--- src/rtl/sumi3_graph.sv ---
// rtl/sumi3_graph.sv - elastic x**n (mod 2^W) compute node for the dataflow graph
//
// Purpose:
//   Accepts one start token together with a base x and a signed exponent n.
//   It then runs an iterative multiply loop and emits one result token, x**n mod 2^W.
//   Any exponent n <= 0 (signed) yields 1.
//
// Configuration macro:
//   FAST_POW_EN
//     defined   : square-and-multiply loop, latency bitlen(n)+1 cycles.
//     undefined : linear loop, latency max(n,0)+1 cycles.
//   Results are identical in both builds.
//
// Ports:
//   clk          in   single clock, posedge
//   rst          in   synchronous, active-high reset
//   start_in     in   start control token (value ignored)
//   start_valid  in   start token + operands valid
//   start_ready  out  block idle and able to accept a start token
//   x_in         in   [W-1:0] base, sampled on the start handshake
//   n_in         in   [W-1:0] signed exponent, sampled on the start handshake
//   end_out      out  [W-1:0] result
//   end_valid    out  result valid, held until end_ready
//   end_ready    in   sink accepts the result
module sumi3_graph #(
  parameter int W = 32
) (
  input  logic         clk,
  input  logic         rst,
  input  logic         start_in,
  input  logic         start_valid,
  output logic         start_ready,
  input  logic [W-1:0] x_in,
  input  logic [W-1:0] n_in,
  output logic [W-1:0] end_out,
  output logic         end_valid,
  input  logic         end_ready
);

  typedef enum logic [1:0] {
    S_IDLE = 2'd0,
    S_LOOP = 2'd1,
    S_DONE = 2'd2
  } state_t;

  localparam logic [W-1:0] ONE = {{(W-1){1'b0}}, 1'b1};

  state_t       state_q, state_d;
  logic [W-1:0] acc_q, acc_d;
  logic [W-1:0] base_q, base_d;
  logic [W-1:0] cnt_q, cnt_d;
  logic [W-1:0] end_out_q, end_out_d;
  logic         end_valid_q, end_valid_d;

  // The token value carries no information; only its handshake matters.
  logic unused_start_in;
  assign unused_start_in = start_in;

  // Products are truncated to W bits, so overflow wraps mod 2^W.
  logic [W-1:0] acc_x_base;
  logic [W-1:0] base_sq;
  assign acc_x_base = acc_q * base_q;
  assign base_sq    = base_q * base_q;

  // A non-positive exponent (signed) means the loop is finished.
  logic cnt_le_zero;
  assign cnt_le_zero = ($signed(cnt_q) <= $signed({W{1'b0}}));

  always_ff @(posedge clk) begin
    if (rst) begin
      state_q     <= S_IDLE;
      acc_q       <= '0;
      base_q      <= '0;
      cnt_q       <= '0;
      end_out_q   <= '0;
      end_valid_q <= 1'b0;
    end else begin
      state_q     <= state_d;
      acc_q       <= acc_d;
      base_q      <= base_d;
      cnt_q       <= cnt_d;
      end_out_q   <= end_out_d;
      end_valid_q <= end_valid_d;
    end
  end

  always_comb begin
    state_d     = state_q;
    acc_d       = acc_q;
    base_d      = base_q;
    cnt_d       = cnt_q;
    end_out_d   = end_out_q;
    end_valid_d = end_valid_q;

    unique case (state_q)
      S_IDLE: begin
        // A start_valid that arrives while busy is simply not seen here.
        if (start_valid && !rst) begin
          acc_d   = ONE;
          base_d  = x_in;
          cnt_d   = n_in;
          state_d = S_LOOP;
        end
      end

      S_LOOP: begin
        if (cnt_le_zero) begin
          end_out_d   = acc_q;
          end_valid_d = 1'b1;
          state_d     = S_DONE;
        end else begin
`ifdef FAST_POW_EN
          // Square-and-multiply. cnt is known positive here, so a logical
          // shift right is the same as halving it.
          if (cnt_q[0]) begin
            acc_d = acc_x_base;
          end
          base_d = base_sq;
          cnt_d  = cnt_q >> 1;
`else
          acc_d = acc_x_base;
          cnt_d = cnt_q - ONE;
`endif
        end
      end

      S_DONE: begin
        if (end_ready) begin
          end_valid_d = 1'b0;
          state_d     = S_IDLE;
        end
      end

      default: begin
        state_d     = S_IDLE;
        end_valid_d = 1'b0;
      end
    endcase
  end

`ifndef FAST_POW_EN
  // The squared base is only needed by the fast loop.
  logic [W-1:0] unused_base_sq;
  assign unused_base_sq = base_sq;
`endif

  assign start_ready = (state_q == S_IDLE) && !rst;
  assign end_out     = end_out_q;
  assign end_valid   = end_valid_q;

endmodule

--- config.mk ---
export PLATFORM = sky130hd
export DESIGN_NAME = sumi3_graph
export DESIGN_NICKNAME = d
export VERILOG_FILES = /design/src/rtl/sumi3_graph.sv
export SDC_FILE = /design/constraint.sdc
export NUM_CORES = 1
export LEC_CHECK = 0
export CORE_MARGIN = 4
export CORE_UTILIZATION = 40
export DETAILED_ROUTE_END_ITERATION = 10
export SLEW_MARGIN = 20
export SYNTH_ARGS = -nofsm -noshare
export SYNTH_HDL_FRONTEND = slang
export SYNTH_SLANG_ARGS = --single-unit
--- constraint.sdc ---
create_clock -name clk -period 7.9 [get_ports clk]
set_input_delay 1.58 -clock clk [delete_from_list [all_inputs] [get_ports clk]]
set_output_delay 1.58 -clock clk [all_outputs]
set_load 0.01 [all_outputs]
==> results of run 1 <==
## cell usage after synthesis (2+ instances only)
master    number  area share, %
nand3_1       31           0.74
fa_1         408             39
nand4_1        5           0.15
buf_6          4           0.21
a211oi_1       3           0.11
o31ai_1        5           0.18
ha_1         124            7.4
or4_1          3           0.11
or3_1          3          0.089
a21oi_1      147            3.5
buf_2         10           0.24
o21a_1         2          0.072
xnor2_1       64            2.7
and3_1         4           0.12
o211ai_1      10           0.36
a31oi_1       11           0.33
nor3b_2        2           0.12
a222oi_1       3           0.14
a32oi_1        4           0.17
nor2_1        54           0.97
a221oi_1       4           0.17
xor2_1        17           0.71
nand2_1      397            7.1
nor2b_1        4           0.12
buf_4          3           0.11
o21bai_1       4           0.14
nor3_1        12           0.29
dfxtp_1      131             13
inv_1        384            6.9
or4_4          2           0.11
clkbuf_1     139            2.5
nor4_1        10           0.30
o21ai_0       34           0.81
and2_1       312            9.3
a21o_1        12           0.43
o311ai_0       5           0.21
a22oi_1       10           0.36
nand4b_1       5           0.21
nand2b_1       7           0.21
## sequential cells by signal, indices dropped and copies added, names as in the netlist
name	cells
acc_q	32
base_q	32
cnt_q	32
end_out	32
state_q	2
end_valid	1
## how the worst max path moves through the flow
stage	from	to	slack, ps	depth (start not counted)
2_1_floorplan	acc_q[14]$_SDFFE_PP0P_	acc_q[28]$_SDFFE_PP0P_	1190	24
3_3_place_gp	base_q[8]$_SDFFE_PP0P_	acc_q[29]$_SDFFE_PP0P_	520	20
3_5_place_dp	base_q[8]$_SDFFE_PP0P_	acc_q[29]$_SDFFE_PP0P_	430	20
4_1_cts	base_q[8]$_SDFFE_PP0P_	acc_q[29]$_SDFFE_PP0P_	400	20
5_1_grt	base_q[8]$_SDFFE_PP0P_	acc_q[29]$_SDFFE_PP0P_	20	20
6_report	base_q[8]$_SDFFE_PP0P_	acc_q[29]$_SDFFE_PP0P_	460	20
## per-layer routing
metal / part of all wire [%] / vias to the layer above
met2: 48 / 483
met5: 0 / -
met3: 5.7 / 77
li1: - / 7340
met1: 44 / 8236
met4: 2.4 / 0
## where the power goes
part,total (uW),switching (uW),internal (uW)
Clock,797,342,455
Combinational,314,192,121
Sequential,752,65.5,687
Total,1860,600,1260
## critical path, stage by stage (launching register included)
cell and delay, ps:
dfxtp_1 910, buf_4 310, and2_1 170, fa_1 420, fa_1 570, inv_1 70
fa_1 450, fa_1 550, inv_1 50, fa_1 550, fa_1 430, fa_1 530
fa_1 440, ha_1 380, a21o_1 200, a21oi_1 260, o21ai_0 140, o41ai_1 480
xnor2_1 200, nand2_1 80, a21oi_1 160
## per-stage QoR
stage	util, %	cell area, sq um
2_1_floorplan	-	21000
3_3_place_gp	43.9	22700
3_5_place_dp	43.9	22700
4_1_cts	45.0	23200
5_1_grt	45.0	23200
6_report	45.0	23200
## cells by family after synthesis
family,after synthesis
and+or+nand+nor,858
xor gates and xnor gates,82
DFF,131
adders and majority gates,532
buffers and inverters,541
AOI/OAI and AO/OA,263
## cell type report
cell class,instances,area share (%)
multi-input combinational,1735,70.1
sequential,131,11.3
timing repair buffer,154,6.27
inverter,384,6.20
tap,680,3.66
clock buffer,20,1.97
clock inverter,12,0.533
==> impl_results.md, run 1 <==
* Power per cell area at 80.2 nW/um^2
* Max Clock Skew at ~23 ps
* Die width at 237 um
* Worst reg-to-reg path cell count at 20
* # IOs at 103
* Primary FF master, synth: dfxtp_1
* R2R setup slack at 460 ps
* Final Instance Count excl. Fillers at 3116
* Setup crit end kind: flop
* Initial antenna violation count at 1
* Layout cell share with drive strength beyond 1 at 4.27%
* Reg-to-reg endpoint: acc_q[29]$_SDFFE_PP0P_
* Number of nets with antenna violations after routing at 0
* Register area at 2630 sq um
* CTS buffer count at 17
* Worst-case clock buffer depth at 2
* Fin. max-slew vios at 0
* Critical path launch point type: flop
* Syn nets at 3008
* Clock root buffer: clkbuf_16
* Number of max-cap violations at 0
* Largest net degree at the start of global routing at between 70 and 80
* Vias per cell at 5.18
* Gpl congestion at 0.891
* Overflow left after global routing at 0
* Min-delay worst type: flop to flop
* Wirelength, routed at 57200 um
* Leak at 0.0106 uW
* Vias in the first global route at 17500
* Hold WS at 453 ps
* Setup slack after placement at roughly 430 ps
* Setup ws final at 456 ps
* DR pass1 iterations at 5
* GR Util met2 at 35.2%
* Yosys warnings at 0
* Run status: finished, final reports clean
* Reg2reg start: base_q[8]$_SDFFE_PP0P_
* Avg WL per Cell at 18.3 um
* H-tree depth at 4
* Setup Buffers After CTS at 0
* Design Power at 1860 uW
* Tcrit/Tclk final at 94.2%
* WS Path Type: flop to flop
* Simple-gate area share of the yosys netlist at 20.3%
* Hold_buf cts at 0
* Clock slew at reported path FFs at around 70 ps
* # diodes at 0
* Count of cell types in the netlist at 57
* Placed Instances at 3084
* Synthesized cell area at 21000 sq um
* Final setup violation count at 0
* Syn avg cell area at 8.71 sq um
* # resized after CTS at 0
* Compound-Gate Fraction of Synth Area at 7.41%
* Global Route met1 Usage at slightly below 30%
* Clock Sinks at 131
* Number of flops mapped to enable cells by yosys at 0
* Filler instances at 4989
* Setup TNS at 0 ps
* Port Buf Inserts at 101
* Row count at 83
* WHS Path Cells at 2
* Critical path arrival at 7810 ps
* Final Hold Viols at 0
* Most frequent cells in the layout: 408 x fa_1, 396 x nand2_1, 384 x inv_1
* Die area at 56200 sq um
* XOR/XNOR share of the synthesized area at 3.49%
* Via count at 16100
* Starting density of the core at about two fifths
* Tot GR Track Use at 21.1%
* Rel. slew slack at 31.4%
* DR DRC count at 0
* Nets@finish at 3024
* GRT met3 Usage at 2.96%
* Register area share after synthesis at 12.5%
* Die Ht at approximately 240 um
* Max Fclk at 134 MHz
* P&R area growth vs syn at 10.8%
* Worst VDD drop at between 100 and 150 uV
* Worst-Margin Slew at between 1000 and 1500 ps
* Hold endpoint: end_out[4]$_SDFFE_PP0P_
* Detailed Place HPWL at 45000 um
* Core area at 51600 sq um
* Cell count after synthesis at 2407
* CTS tree: yes
* Gr busiest metal: met2
* Mux cell area share after synthesis at 0%
* Starting DRT DRC Count at 994
* RSZ-0062 raised after global routing: false
* Share of flip-flops with an asynchronous set or reset at 0%
* Minimum clock period at around 7400 ps
* CP Data Required Time at around 8300 ps
* Main combinational cell family by area after synthesis: adder cells
* #FFs+latches synth at roughly 130
* Worst skew pair latency at roughly 450 ps
* Worst Path Max Fanout at 17
* Most common cell after layout, fill and taps aside: fa_1
* Adder-cell share of the synthesized area at 46.3%
* Hold Crit Start: end_out[4]$_SDFFE_PP0P_
* First-pass GRT wire length at 95100 um
* Multi-input gate area at about 16000 sq um
Note: power is estimated with default switching activity, not from simulation.
==> run 2: changes to the inputs <==
clock period = 6.8 ns   (was 7.9 ns; I/O delays follow)
==> impl_results.md, run 2 (synthesis results as in run 1) <==
* Run status: finished, final reports clean
* DR DRC count at 0
* Most common cell after layout, fill and taps aside: nand2_1
* Die Ht at 237 um
* CTS tree: yes
* Row count at 83
* Most frequent cells in the layout: 395 x nand2_1, 387 x fa_1, 379 x inv_1
* Gpl congestion at around 0.88
* Int Pwr at between 1500 and 2000 uW
* WS Path Type: flop to flop
* Power per cell area at 93.8 nW/um^2
* Setup TNS at 0 ps
* CP Data Required Time at 7140 ps
* P_sw at ~700 uW
* Core Util, Final at 48.3%
* Clock share of power at 45.1%
* Layout cell share with drive strength beyond 1 at 12.6%
* Tot GR Track Use at 21.4%
* Wirelength, routed at 59400 um
* Starting DRT DRC Count at 980
* Largest net degree at the start of global routing at slightly below 90
* Tcrit/Tclk final at 98.7%
* Core area at 51600 sq um
* Nets@finish at 3147
* Vias in the first global route at between 15000 and 20000
* Sw frac at roughly 30%
* Starting density of the core at around 41%
* Min-delay worst type: flop to flop
* Die width at around 240 um
* Worst-case clock buffer depth at 2
* Final setup violation count at 0
* Minimum clock period at 6710 ps
* Initial antenna violation count at 0
* Number of max-cap violations at 0
* Vias per cell at 5.15
* Comb power frac at 18.9%
* Clock Sinks at 131
* RSZ-0062 raised after global routing: true
* Worst-Margin Slew at 948 ps
* Avg WL per Cell at 18.3 um
* # IOs at 103
* Number of nets with antenna violations after routing at 0
* Leak at 0.0115 uW
* P&R area growth vs syn at 19.0%
* Max Fclk at approximately 150 MHz
* Overflow left after global routing at 0
* Die area at 56200 sq um
* Worst skew pair latency at 440 ps
* Fin. max-slew vios at 0
* # diodes at 0
* Rel. slew slack at roughly 37%
* DR pass1 iterations at 7
* Seq pwr share at roughly 36%
* Via count at 16700
* Hold_buf cts at 0
* Clock slew at reported path FFs at approximately 60 ps
* Detailed Place HPWL at 47400 um
* First-pass GRT wire length at 97500 um
* CTS buffer count at 17
* H-tree depth at 4
* Max Clock Skew at between 10 and 15 ps
* Final Hold Viols at 0
* Worst Path Max Fanout at 14
* Setup crit end kind: flop
* Clock root buffer: clkbuf_16
* Critical path arrival at 7050 ps
* Port Buf Inserts at 101
* Critical path launch point type: flop
* Worst VDD drop at 182 uV
==> run 2: cell count changes in the layout (fill, tap and decap cells not counted), moves of 9 or more <==
cell,before,now
ha_4,0,9
ha_1,124,113
fa_1,408,387
dfxtp_1,129,113
and2_4,1,13
fa_2,0,21
and2_1,311,299
buf_4,50,144
buf_12,4,26
==> run 2: routing by layer <==
layer	global-route usage [%]	vias to the layer above	part of all wire, %
met5	0	-	0
met4	6.05	0	2.6
met3	2.71	81	4.8
met2	35.7	466	48
met1	29.5	8527	45
li1	-	7594	-
==> run 2: repair_timing <==
action / 4_1_cts / 5_1_grt
pin swaps: 17 / 74
gates resized for setup: 28 / 102
setup endpoints to repair: 7 / 13
buffers inserted: 3 / 4
==> run 2: final cells by class <==
cell class	instances	area, sq um
multi-input cells	1735	16700
fillers	4760	26700
repair buffers	277	2680
clock buffers	19	453
well taps	680	851
inverters	384	1440
clock inverters	12	204
flip-flops and latches	131	2670
==> run 2: worst max-delay path: stages (launching register included) <==
cell and delay (ps):
dfxtp_2 330, buf_12 140, and2_4 160, fa_1 560, fa_2 440, fa_1 490
inv_1 50, fa_1 480, inv_1 50, fa_1 510, fa_1 450, fa_1 510
fa_1 630, ha_4 230, a41o_1 230, a21oi_4 160, o21ai_2 100, a31oi_2 230
o311ai_2 170, nand3_1 130, nand4b_1 140, xnor2_1 170, o31ai_1 230
==> run 2: final timing paths <==
path / from / end / slack [ps] / cells past startpoint
worst max-delay path: base_q[7]$_SDFFE_PP0P_ / acc_q[30]$_SDFFE_PP0P_ / 90 / 22
worst min register to register: end_out[5]$_SDFFE_PP0P_ / end_out[5]$_SDFFE_PP0P_ / 450 / 2
worst min-delay path: end_out[5]$_SDFFE_PP0P_ / end_out[5]$_SDFFE_PP0P_ / 450 / 2
worst max register to register: base_q[7]$_SDFFE_PP0P_ / acc_q[30]$_SDFFE_PP0P_ / 90 / 22
==> run 2: per-stage QoR <==
stage | hold WS, ps | area [sq um] | cells | total power, uW | setup WS, ps
5_1_grt | 473 | 25000 | 3238 | 2430 | -90.1
3_3_place_gp | 446 | 23800 | 3200 | 1280 | -247
2_1_floorplan | 436 | 21000 | 2407 | 1090 | 86.5
6_report | 452 | 25000 | 3238 | 2340 | 91.1
4_1_cts | 455 | 24600 | 3234 | 2340 | 10.7
3_5_place_dp | 446 | 23800 | 3200 | 1280 | -259
==> run 2: power by group through the flow <==
stage / logic, uW / registers (uW) / clock network [uW]
finish: 442 / 842 / 1060
global route: 484 / 846 / 1100
CTS: 430 / 843 / 1060
detailed placement: 425 / 860 / 0
global placement: 419 / 858 / 0
floorplan: 258 / 837 / 0
==> run 3: changes to the inputs <==
MAX_ROUTING_LAYER = met4   (was not set)
==> impl_results.md, run 3 (synthesis results as in run 1) <==
* Clock root buffer: clkbuf_16
* Design Power at 2340 uW
* Fin. max-slew vios at 0
* DR pass1 iterations at 5
* H-tree depth at 4
* Gpl congestion at 0.893
* Worst Path Max Fanout at 14
* P&R area growth vs syn at 19.0%
* Hold Crit Start: end_out[5]$_SDFFE_PP0P_
* Filler instances at 4758
* DR DRC count at 0
* Clock Sinks at 131
* Delay-heaviest family, CP: adder cells
* Reg2reg start: base_q[7]$_SDFFE_PP0P_
* Initial antenna violation count at 0
* Most common cell after layout, fill and taps aside: nand2_1
* CTS buffer count at 17
* Rel. slew slack at a little over a third
* Crit path buf inv count at 3
* Tcrit/Tclk final at between 90% and 100%
* RSZ-0062 raised after global routing: true
* Number of max-cap violations at 0
* Port Buf Inserts at 101
* Wirelength, routed at 59200 um
* Max Fclk at 149 MHz
* CTS tree: yes
* Final instance area at 25000 sq um
* WS Path Type: flop to flop
* Power per cell area at about 94 nW/um^2
* Setup crit end kind: flop
* Starting density of the core at about two fifths
* Min-delay worst type: flop to flop
* Detailed Place HPWL at 47400 um
* CP Data Required Time at between 7000 and 8000 ps
* Max Clock Skew at around 13 ps
* CP peak stage delay at ~630 ps
* Worst-path cell chain: buf_12 -> and2_4 -> fa_1 -> fa_2 -> fa_1 -> inv_1 -> fa_1 -> inv_1 -> fa_1 -> fa_1 -> fa_1 -> fa_1 -> ha_4 -> a41o_1 -> a21oi_4 -> o21ai_2 -> a31oi_2 -> o311ai_2 -> nand3_1 -> nand4b_1 -> xnor2_1 -> o31ai_1
* CP max-delay cell: fa_1
* DP Area at 23800 sq um
* Run status: finished, final reports clean
* Via count at 16600
* Critical path launch point type: flop
* Worst skew pair latency at 440 ps
* Tot GR Track Use at 22.1%
* First-pass GRT wire length at 97500 um
* Die Ht at 237 um
* Most frequent cells in the layout: 395 x nand2_1, 387 x fa_1, 379 x inv_1
* Number of nets with antenna violations after routing at 0
* Hold_buf cts at 0
* Clock slew at reported path FFs at 60 ps
* Die area at about 56000 sq um
* Critical path arrival at 7060 ps
* Vias in the first global route at 18000
* Layout cell share with drive strength beyond 1 at between 10% and 20%
* Minimum clock period at 6720 ps
* Vias per cell at ~5.1
* Final setup violation count at 0
* Die width at 237 um
* Setup slack after placement at -259 ps
* Final Hold Viols at 0
* Leak at 0.0115 uW
* Setup ws final at 83.4 ps
* Avg WL per Cell at 18.3 um
* Starting DRT DRC Count at 1003
* # diodes at 0
* Core area at between 50000 and 60000 sq um
* Overflow left after global routing at 0
* Row count at just over 80
* Worst VDD drop at 181 uV
* Worst-case clock buffer depth at 2
* Largest net degree at the start of global routing at 88
* CP Launch Point: base_q[7]$_SDFFE_PP0P_
* # IOs at a little over 100
* Cell mode on critical path: fa_1
* Worst-Margin Slew at 956 ps
* Nets@finish at 3147
-- run 3: worst paths after layout --
kind	depth (start not counted)	end	slack (ps)
setup / recovery	22	acc_q[30]$_SDFFE_PP0P_	80
setup reg to reg	22	acc_q[30]$_SDFFE_PP0P_	80
hold reg to reg	2	end_out[5]$_SDFFE_PP0P_	450
hold / removal	2	end_out[5]$_SDFFE_PP0P_	450
-- run 3: layout make-up --
class,count,area [sq um],area share [%]
clock buffers,19,453,1.82
well taps,680,851,3.41
repair buffers,277,2680,10.7
clock inverters,12,204,0.817
multi-input cells,1735,16700,66.8
flip-flops and latches,131,2670,10.7
inverters,384,1440,5.78
-- run 3: report_power, final --
| part | switching [uW] | internal [uW] | total [uW] |
|---|---|---|---|
| logic | 265 | 177 | 441 |
| registers | 46.3 | 796 | 843 |
| clock network | 385 | 670 | 1050 |
| total | 697 | 1640 | 2340 |
-- run 3: worst min-delay path: cells and delay by family (launching register included) --
kind	cells	cell delay [ps]
flip-flops	1	300
AND/OR/NAND/NOR	1	50
AO/OA/AOI/OAI	1	50
-- run 3: stage by stage --
step	utilization, %	cells	TNS (ps)	hold WS (ps)
2_1_floorplan	-	2407	0	436
6_report	48.3	3238	0	452
3_5_place_dp	46.1	3200	-718	446
4_1_cts	47.6	3234	0	455
5_1_grt	48.3	3238	-288	472
3_3_place_gp	46.1	3200	-498	446
-- run 3: repair_timing --
action	CTS	global route
setup endpoints to repair	7	14
pin swaps	17	74
buffers inserted	3	4
gates resized for setup	28	103
-- run 3: metal layers --
| metal | wire length, um | vias to the layer above | global-route usage (%) |
|---|---|---|---|
| met5 | 0 | - | - |
| met4 | 1580 | 0 | 6.10 |
| met3 | 2780 | 82 | 2.42 |
| met2 | 28300 | 451 | 35.8 |
| met1 | 26500 | 8461 | 29.6 |
| li1 | - | 7597 | - |
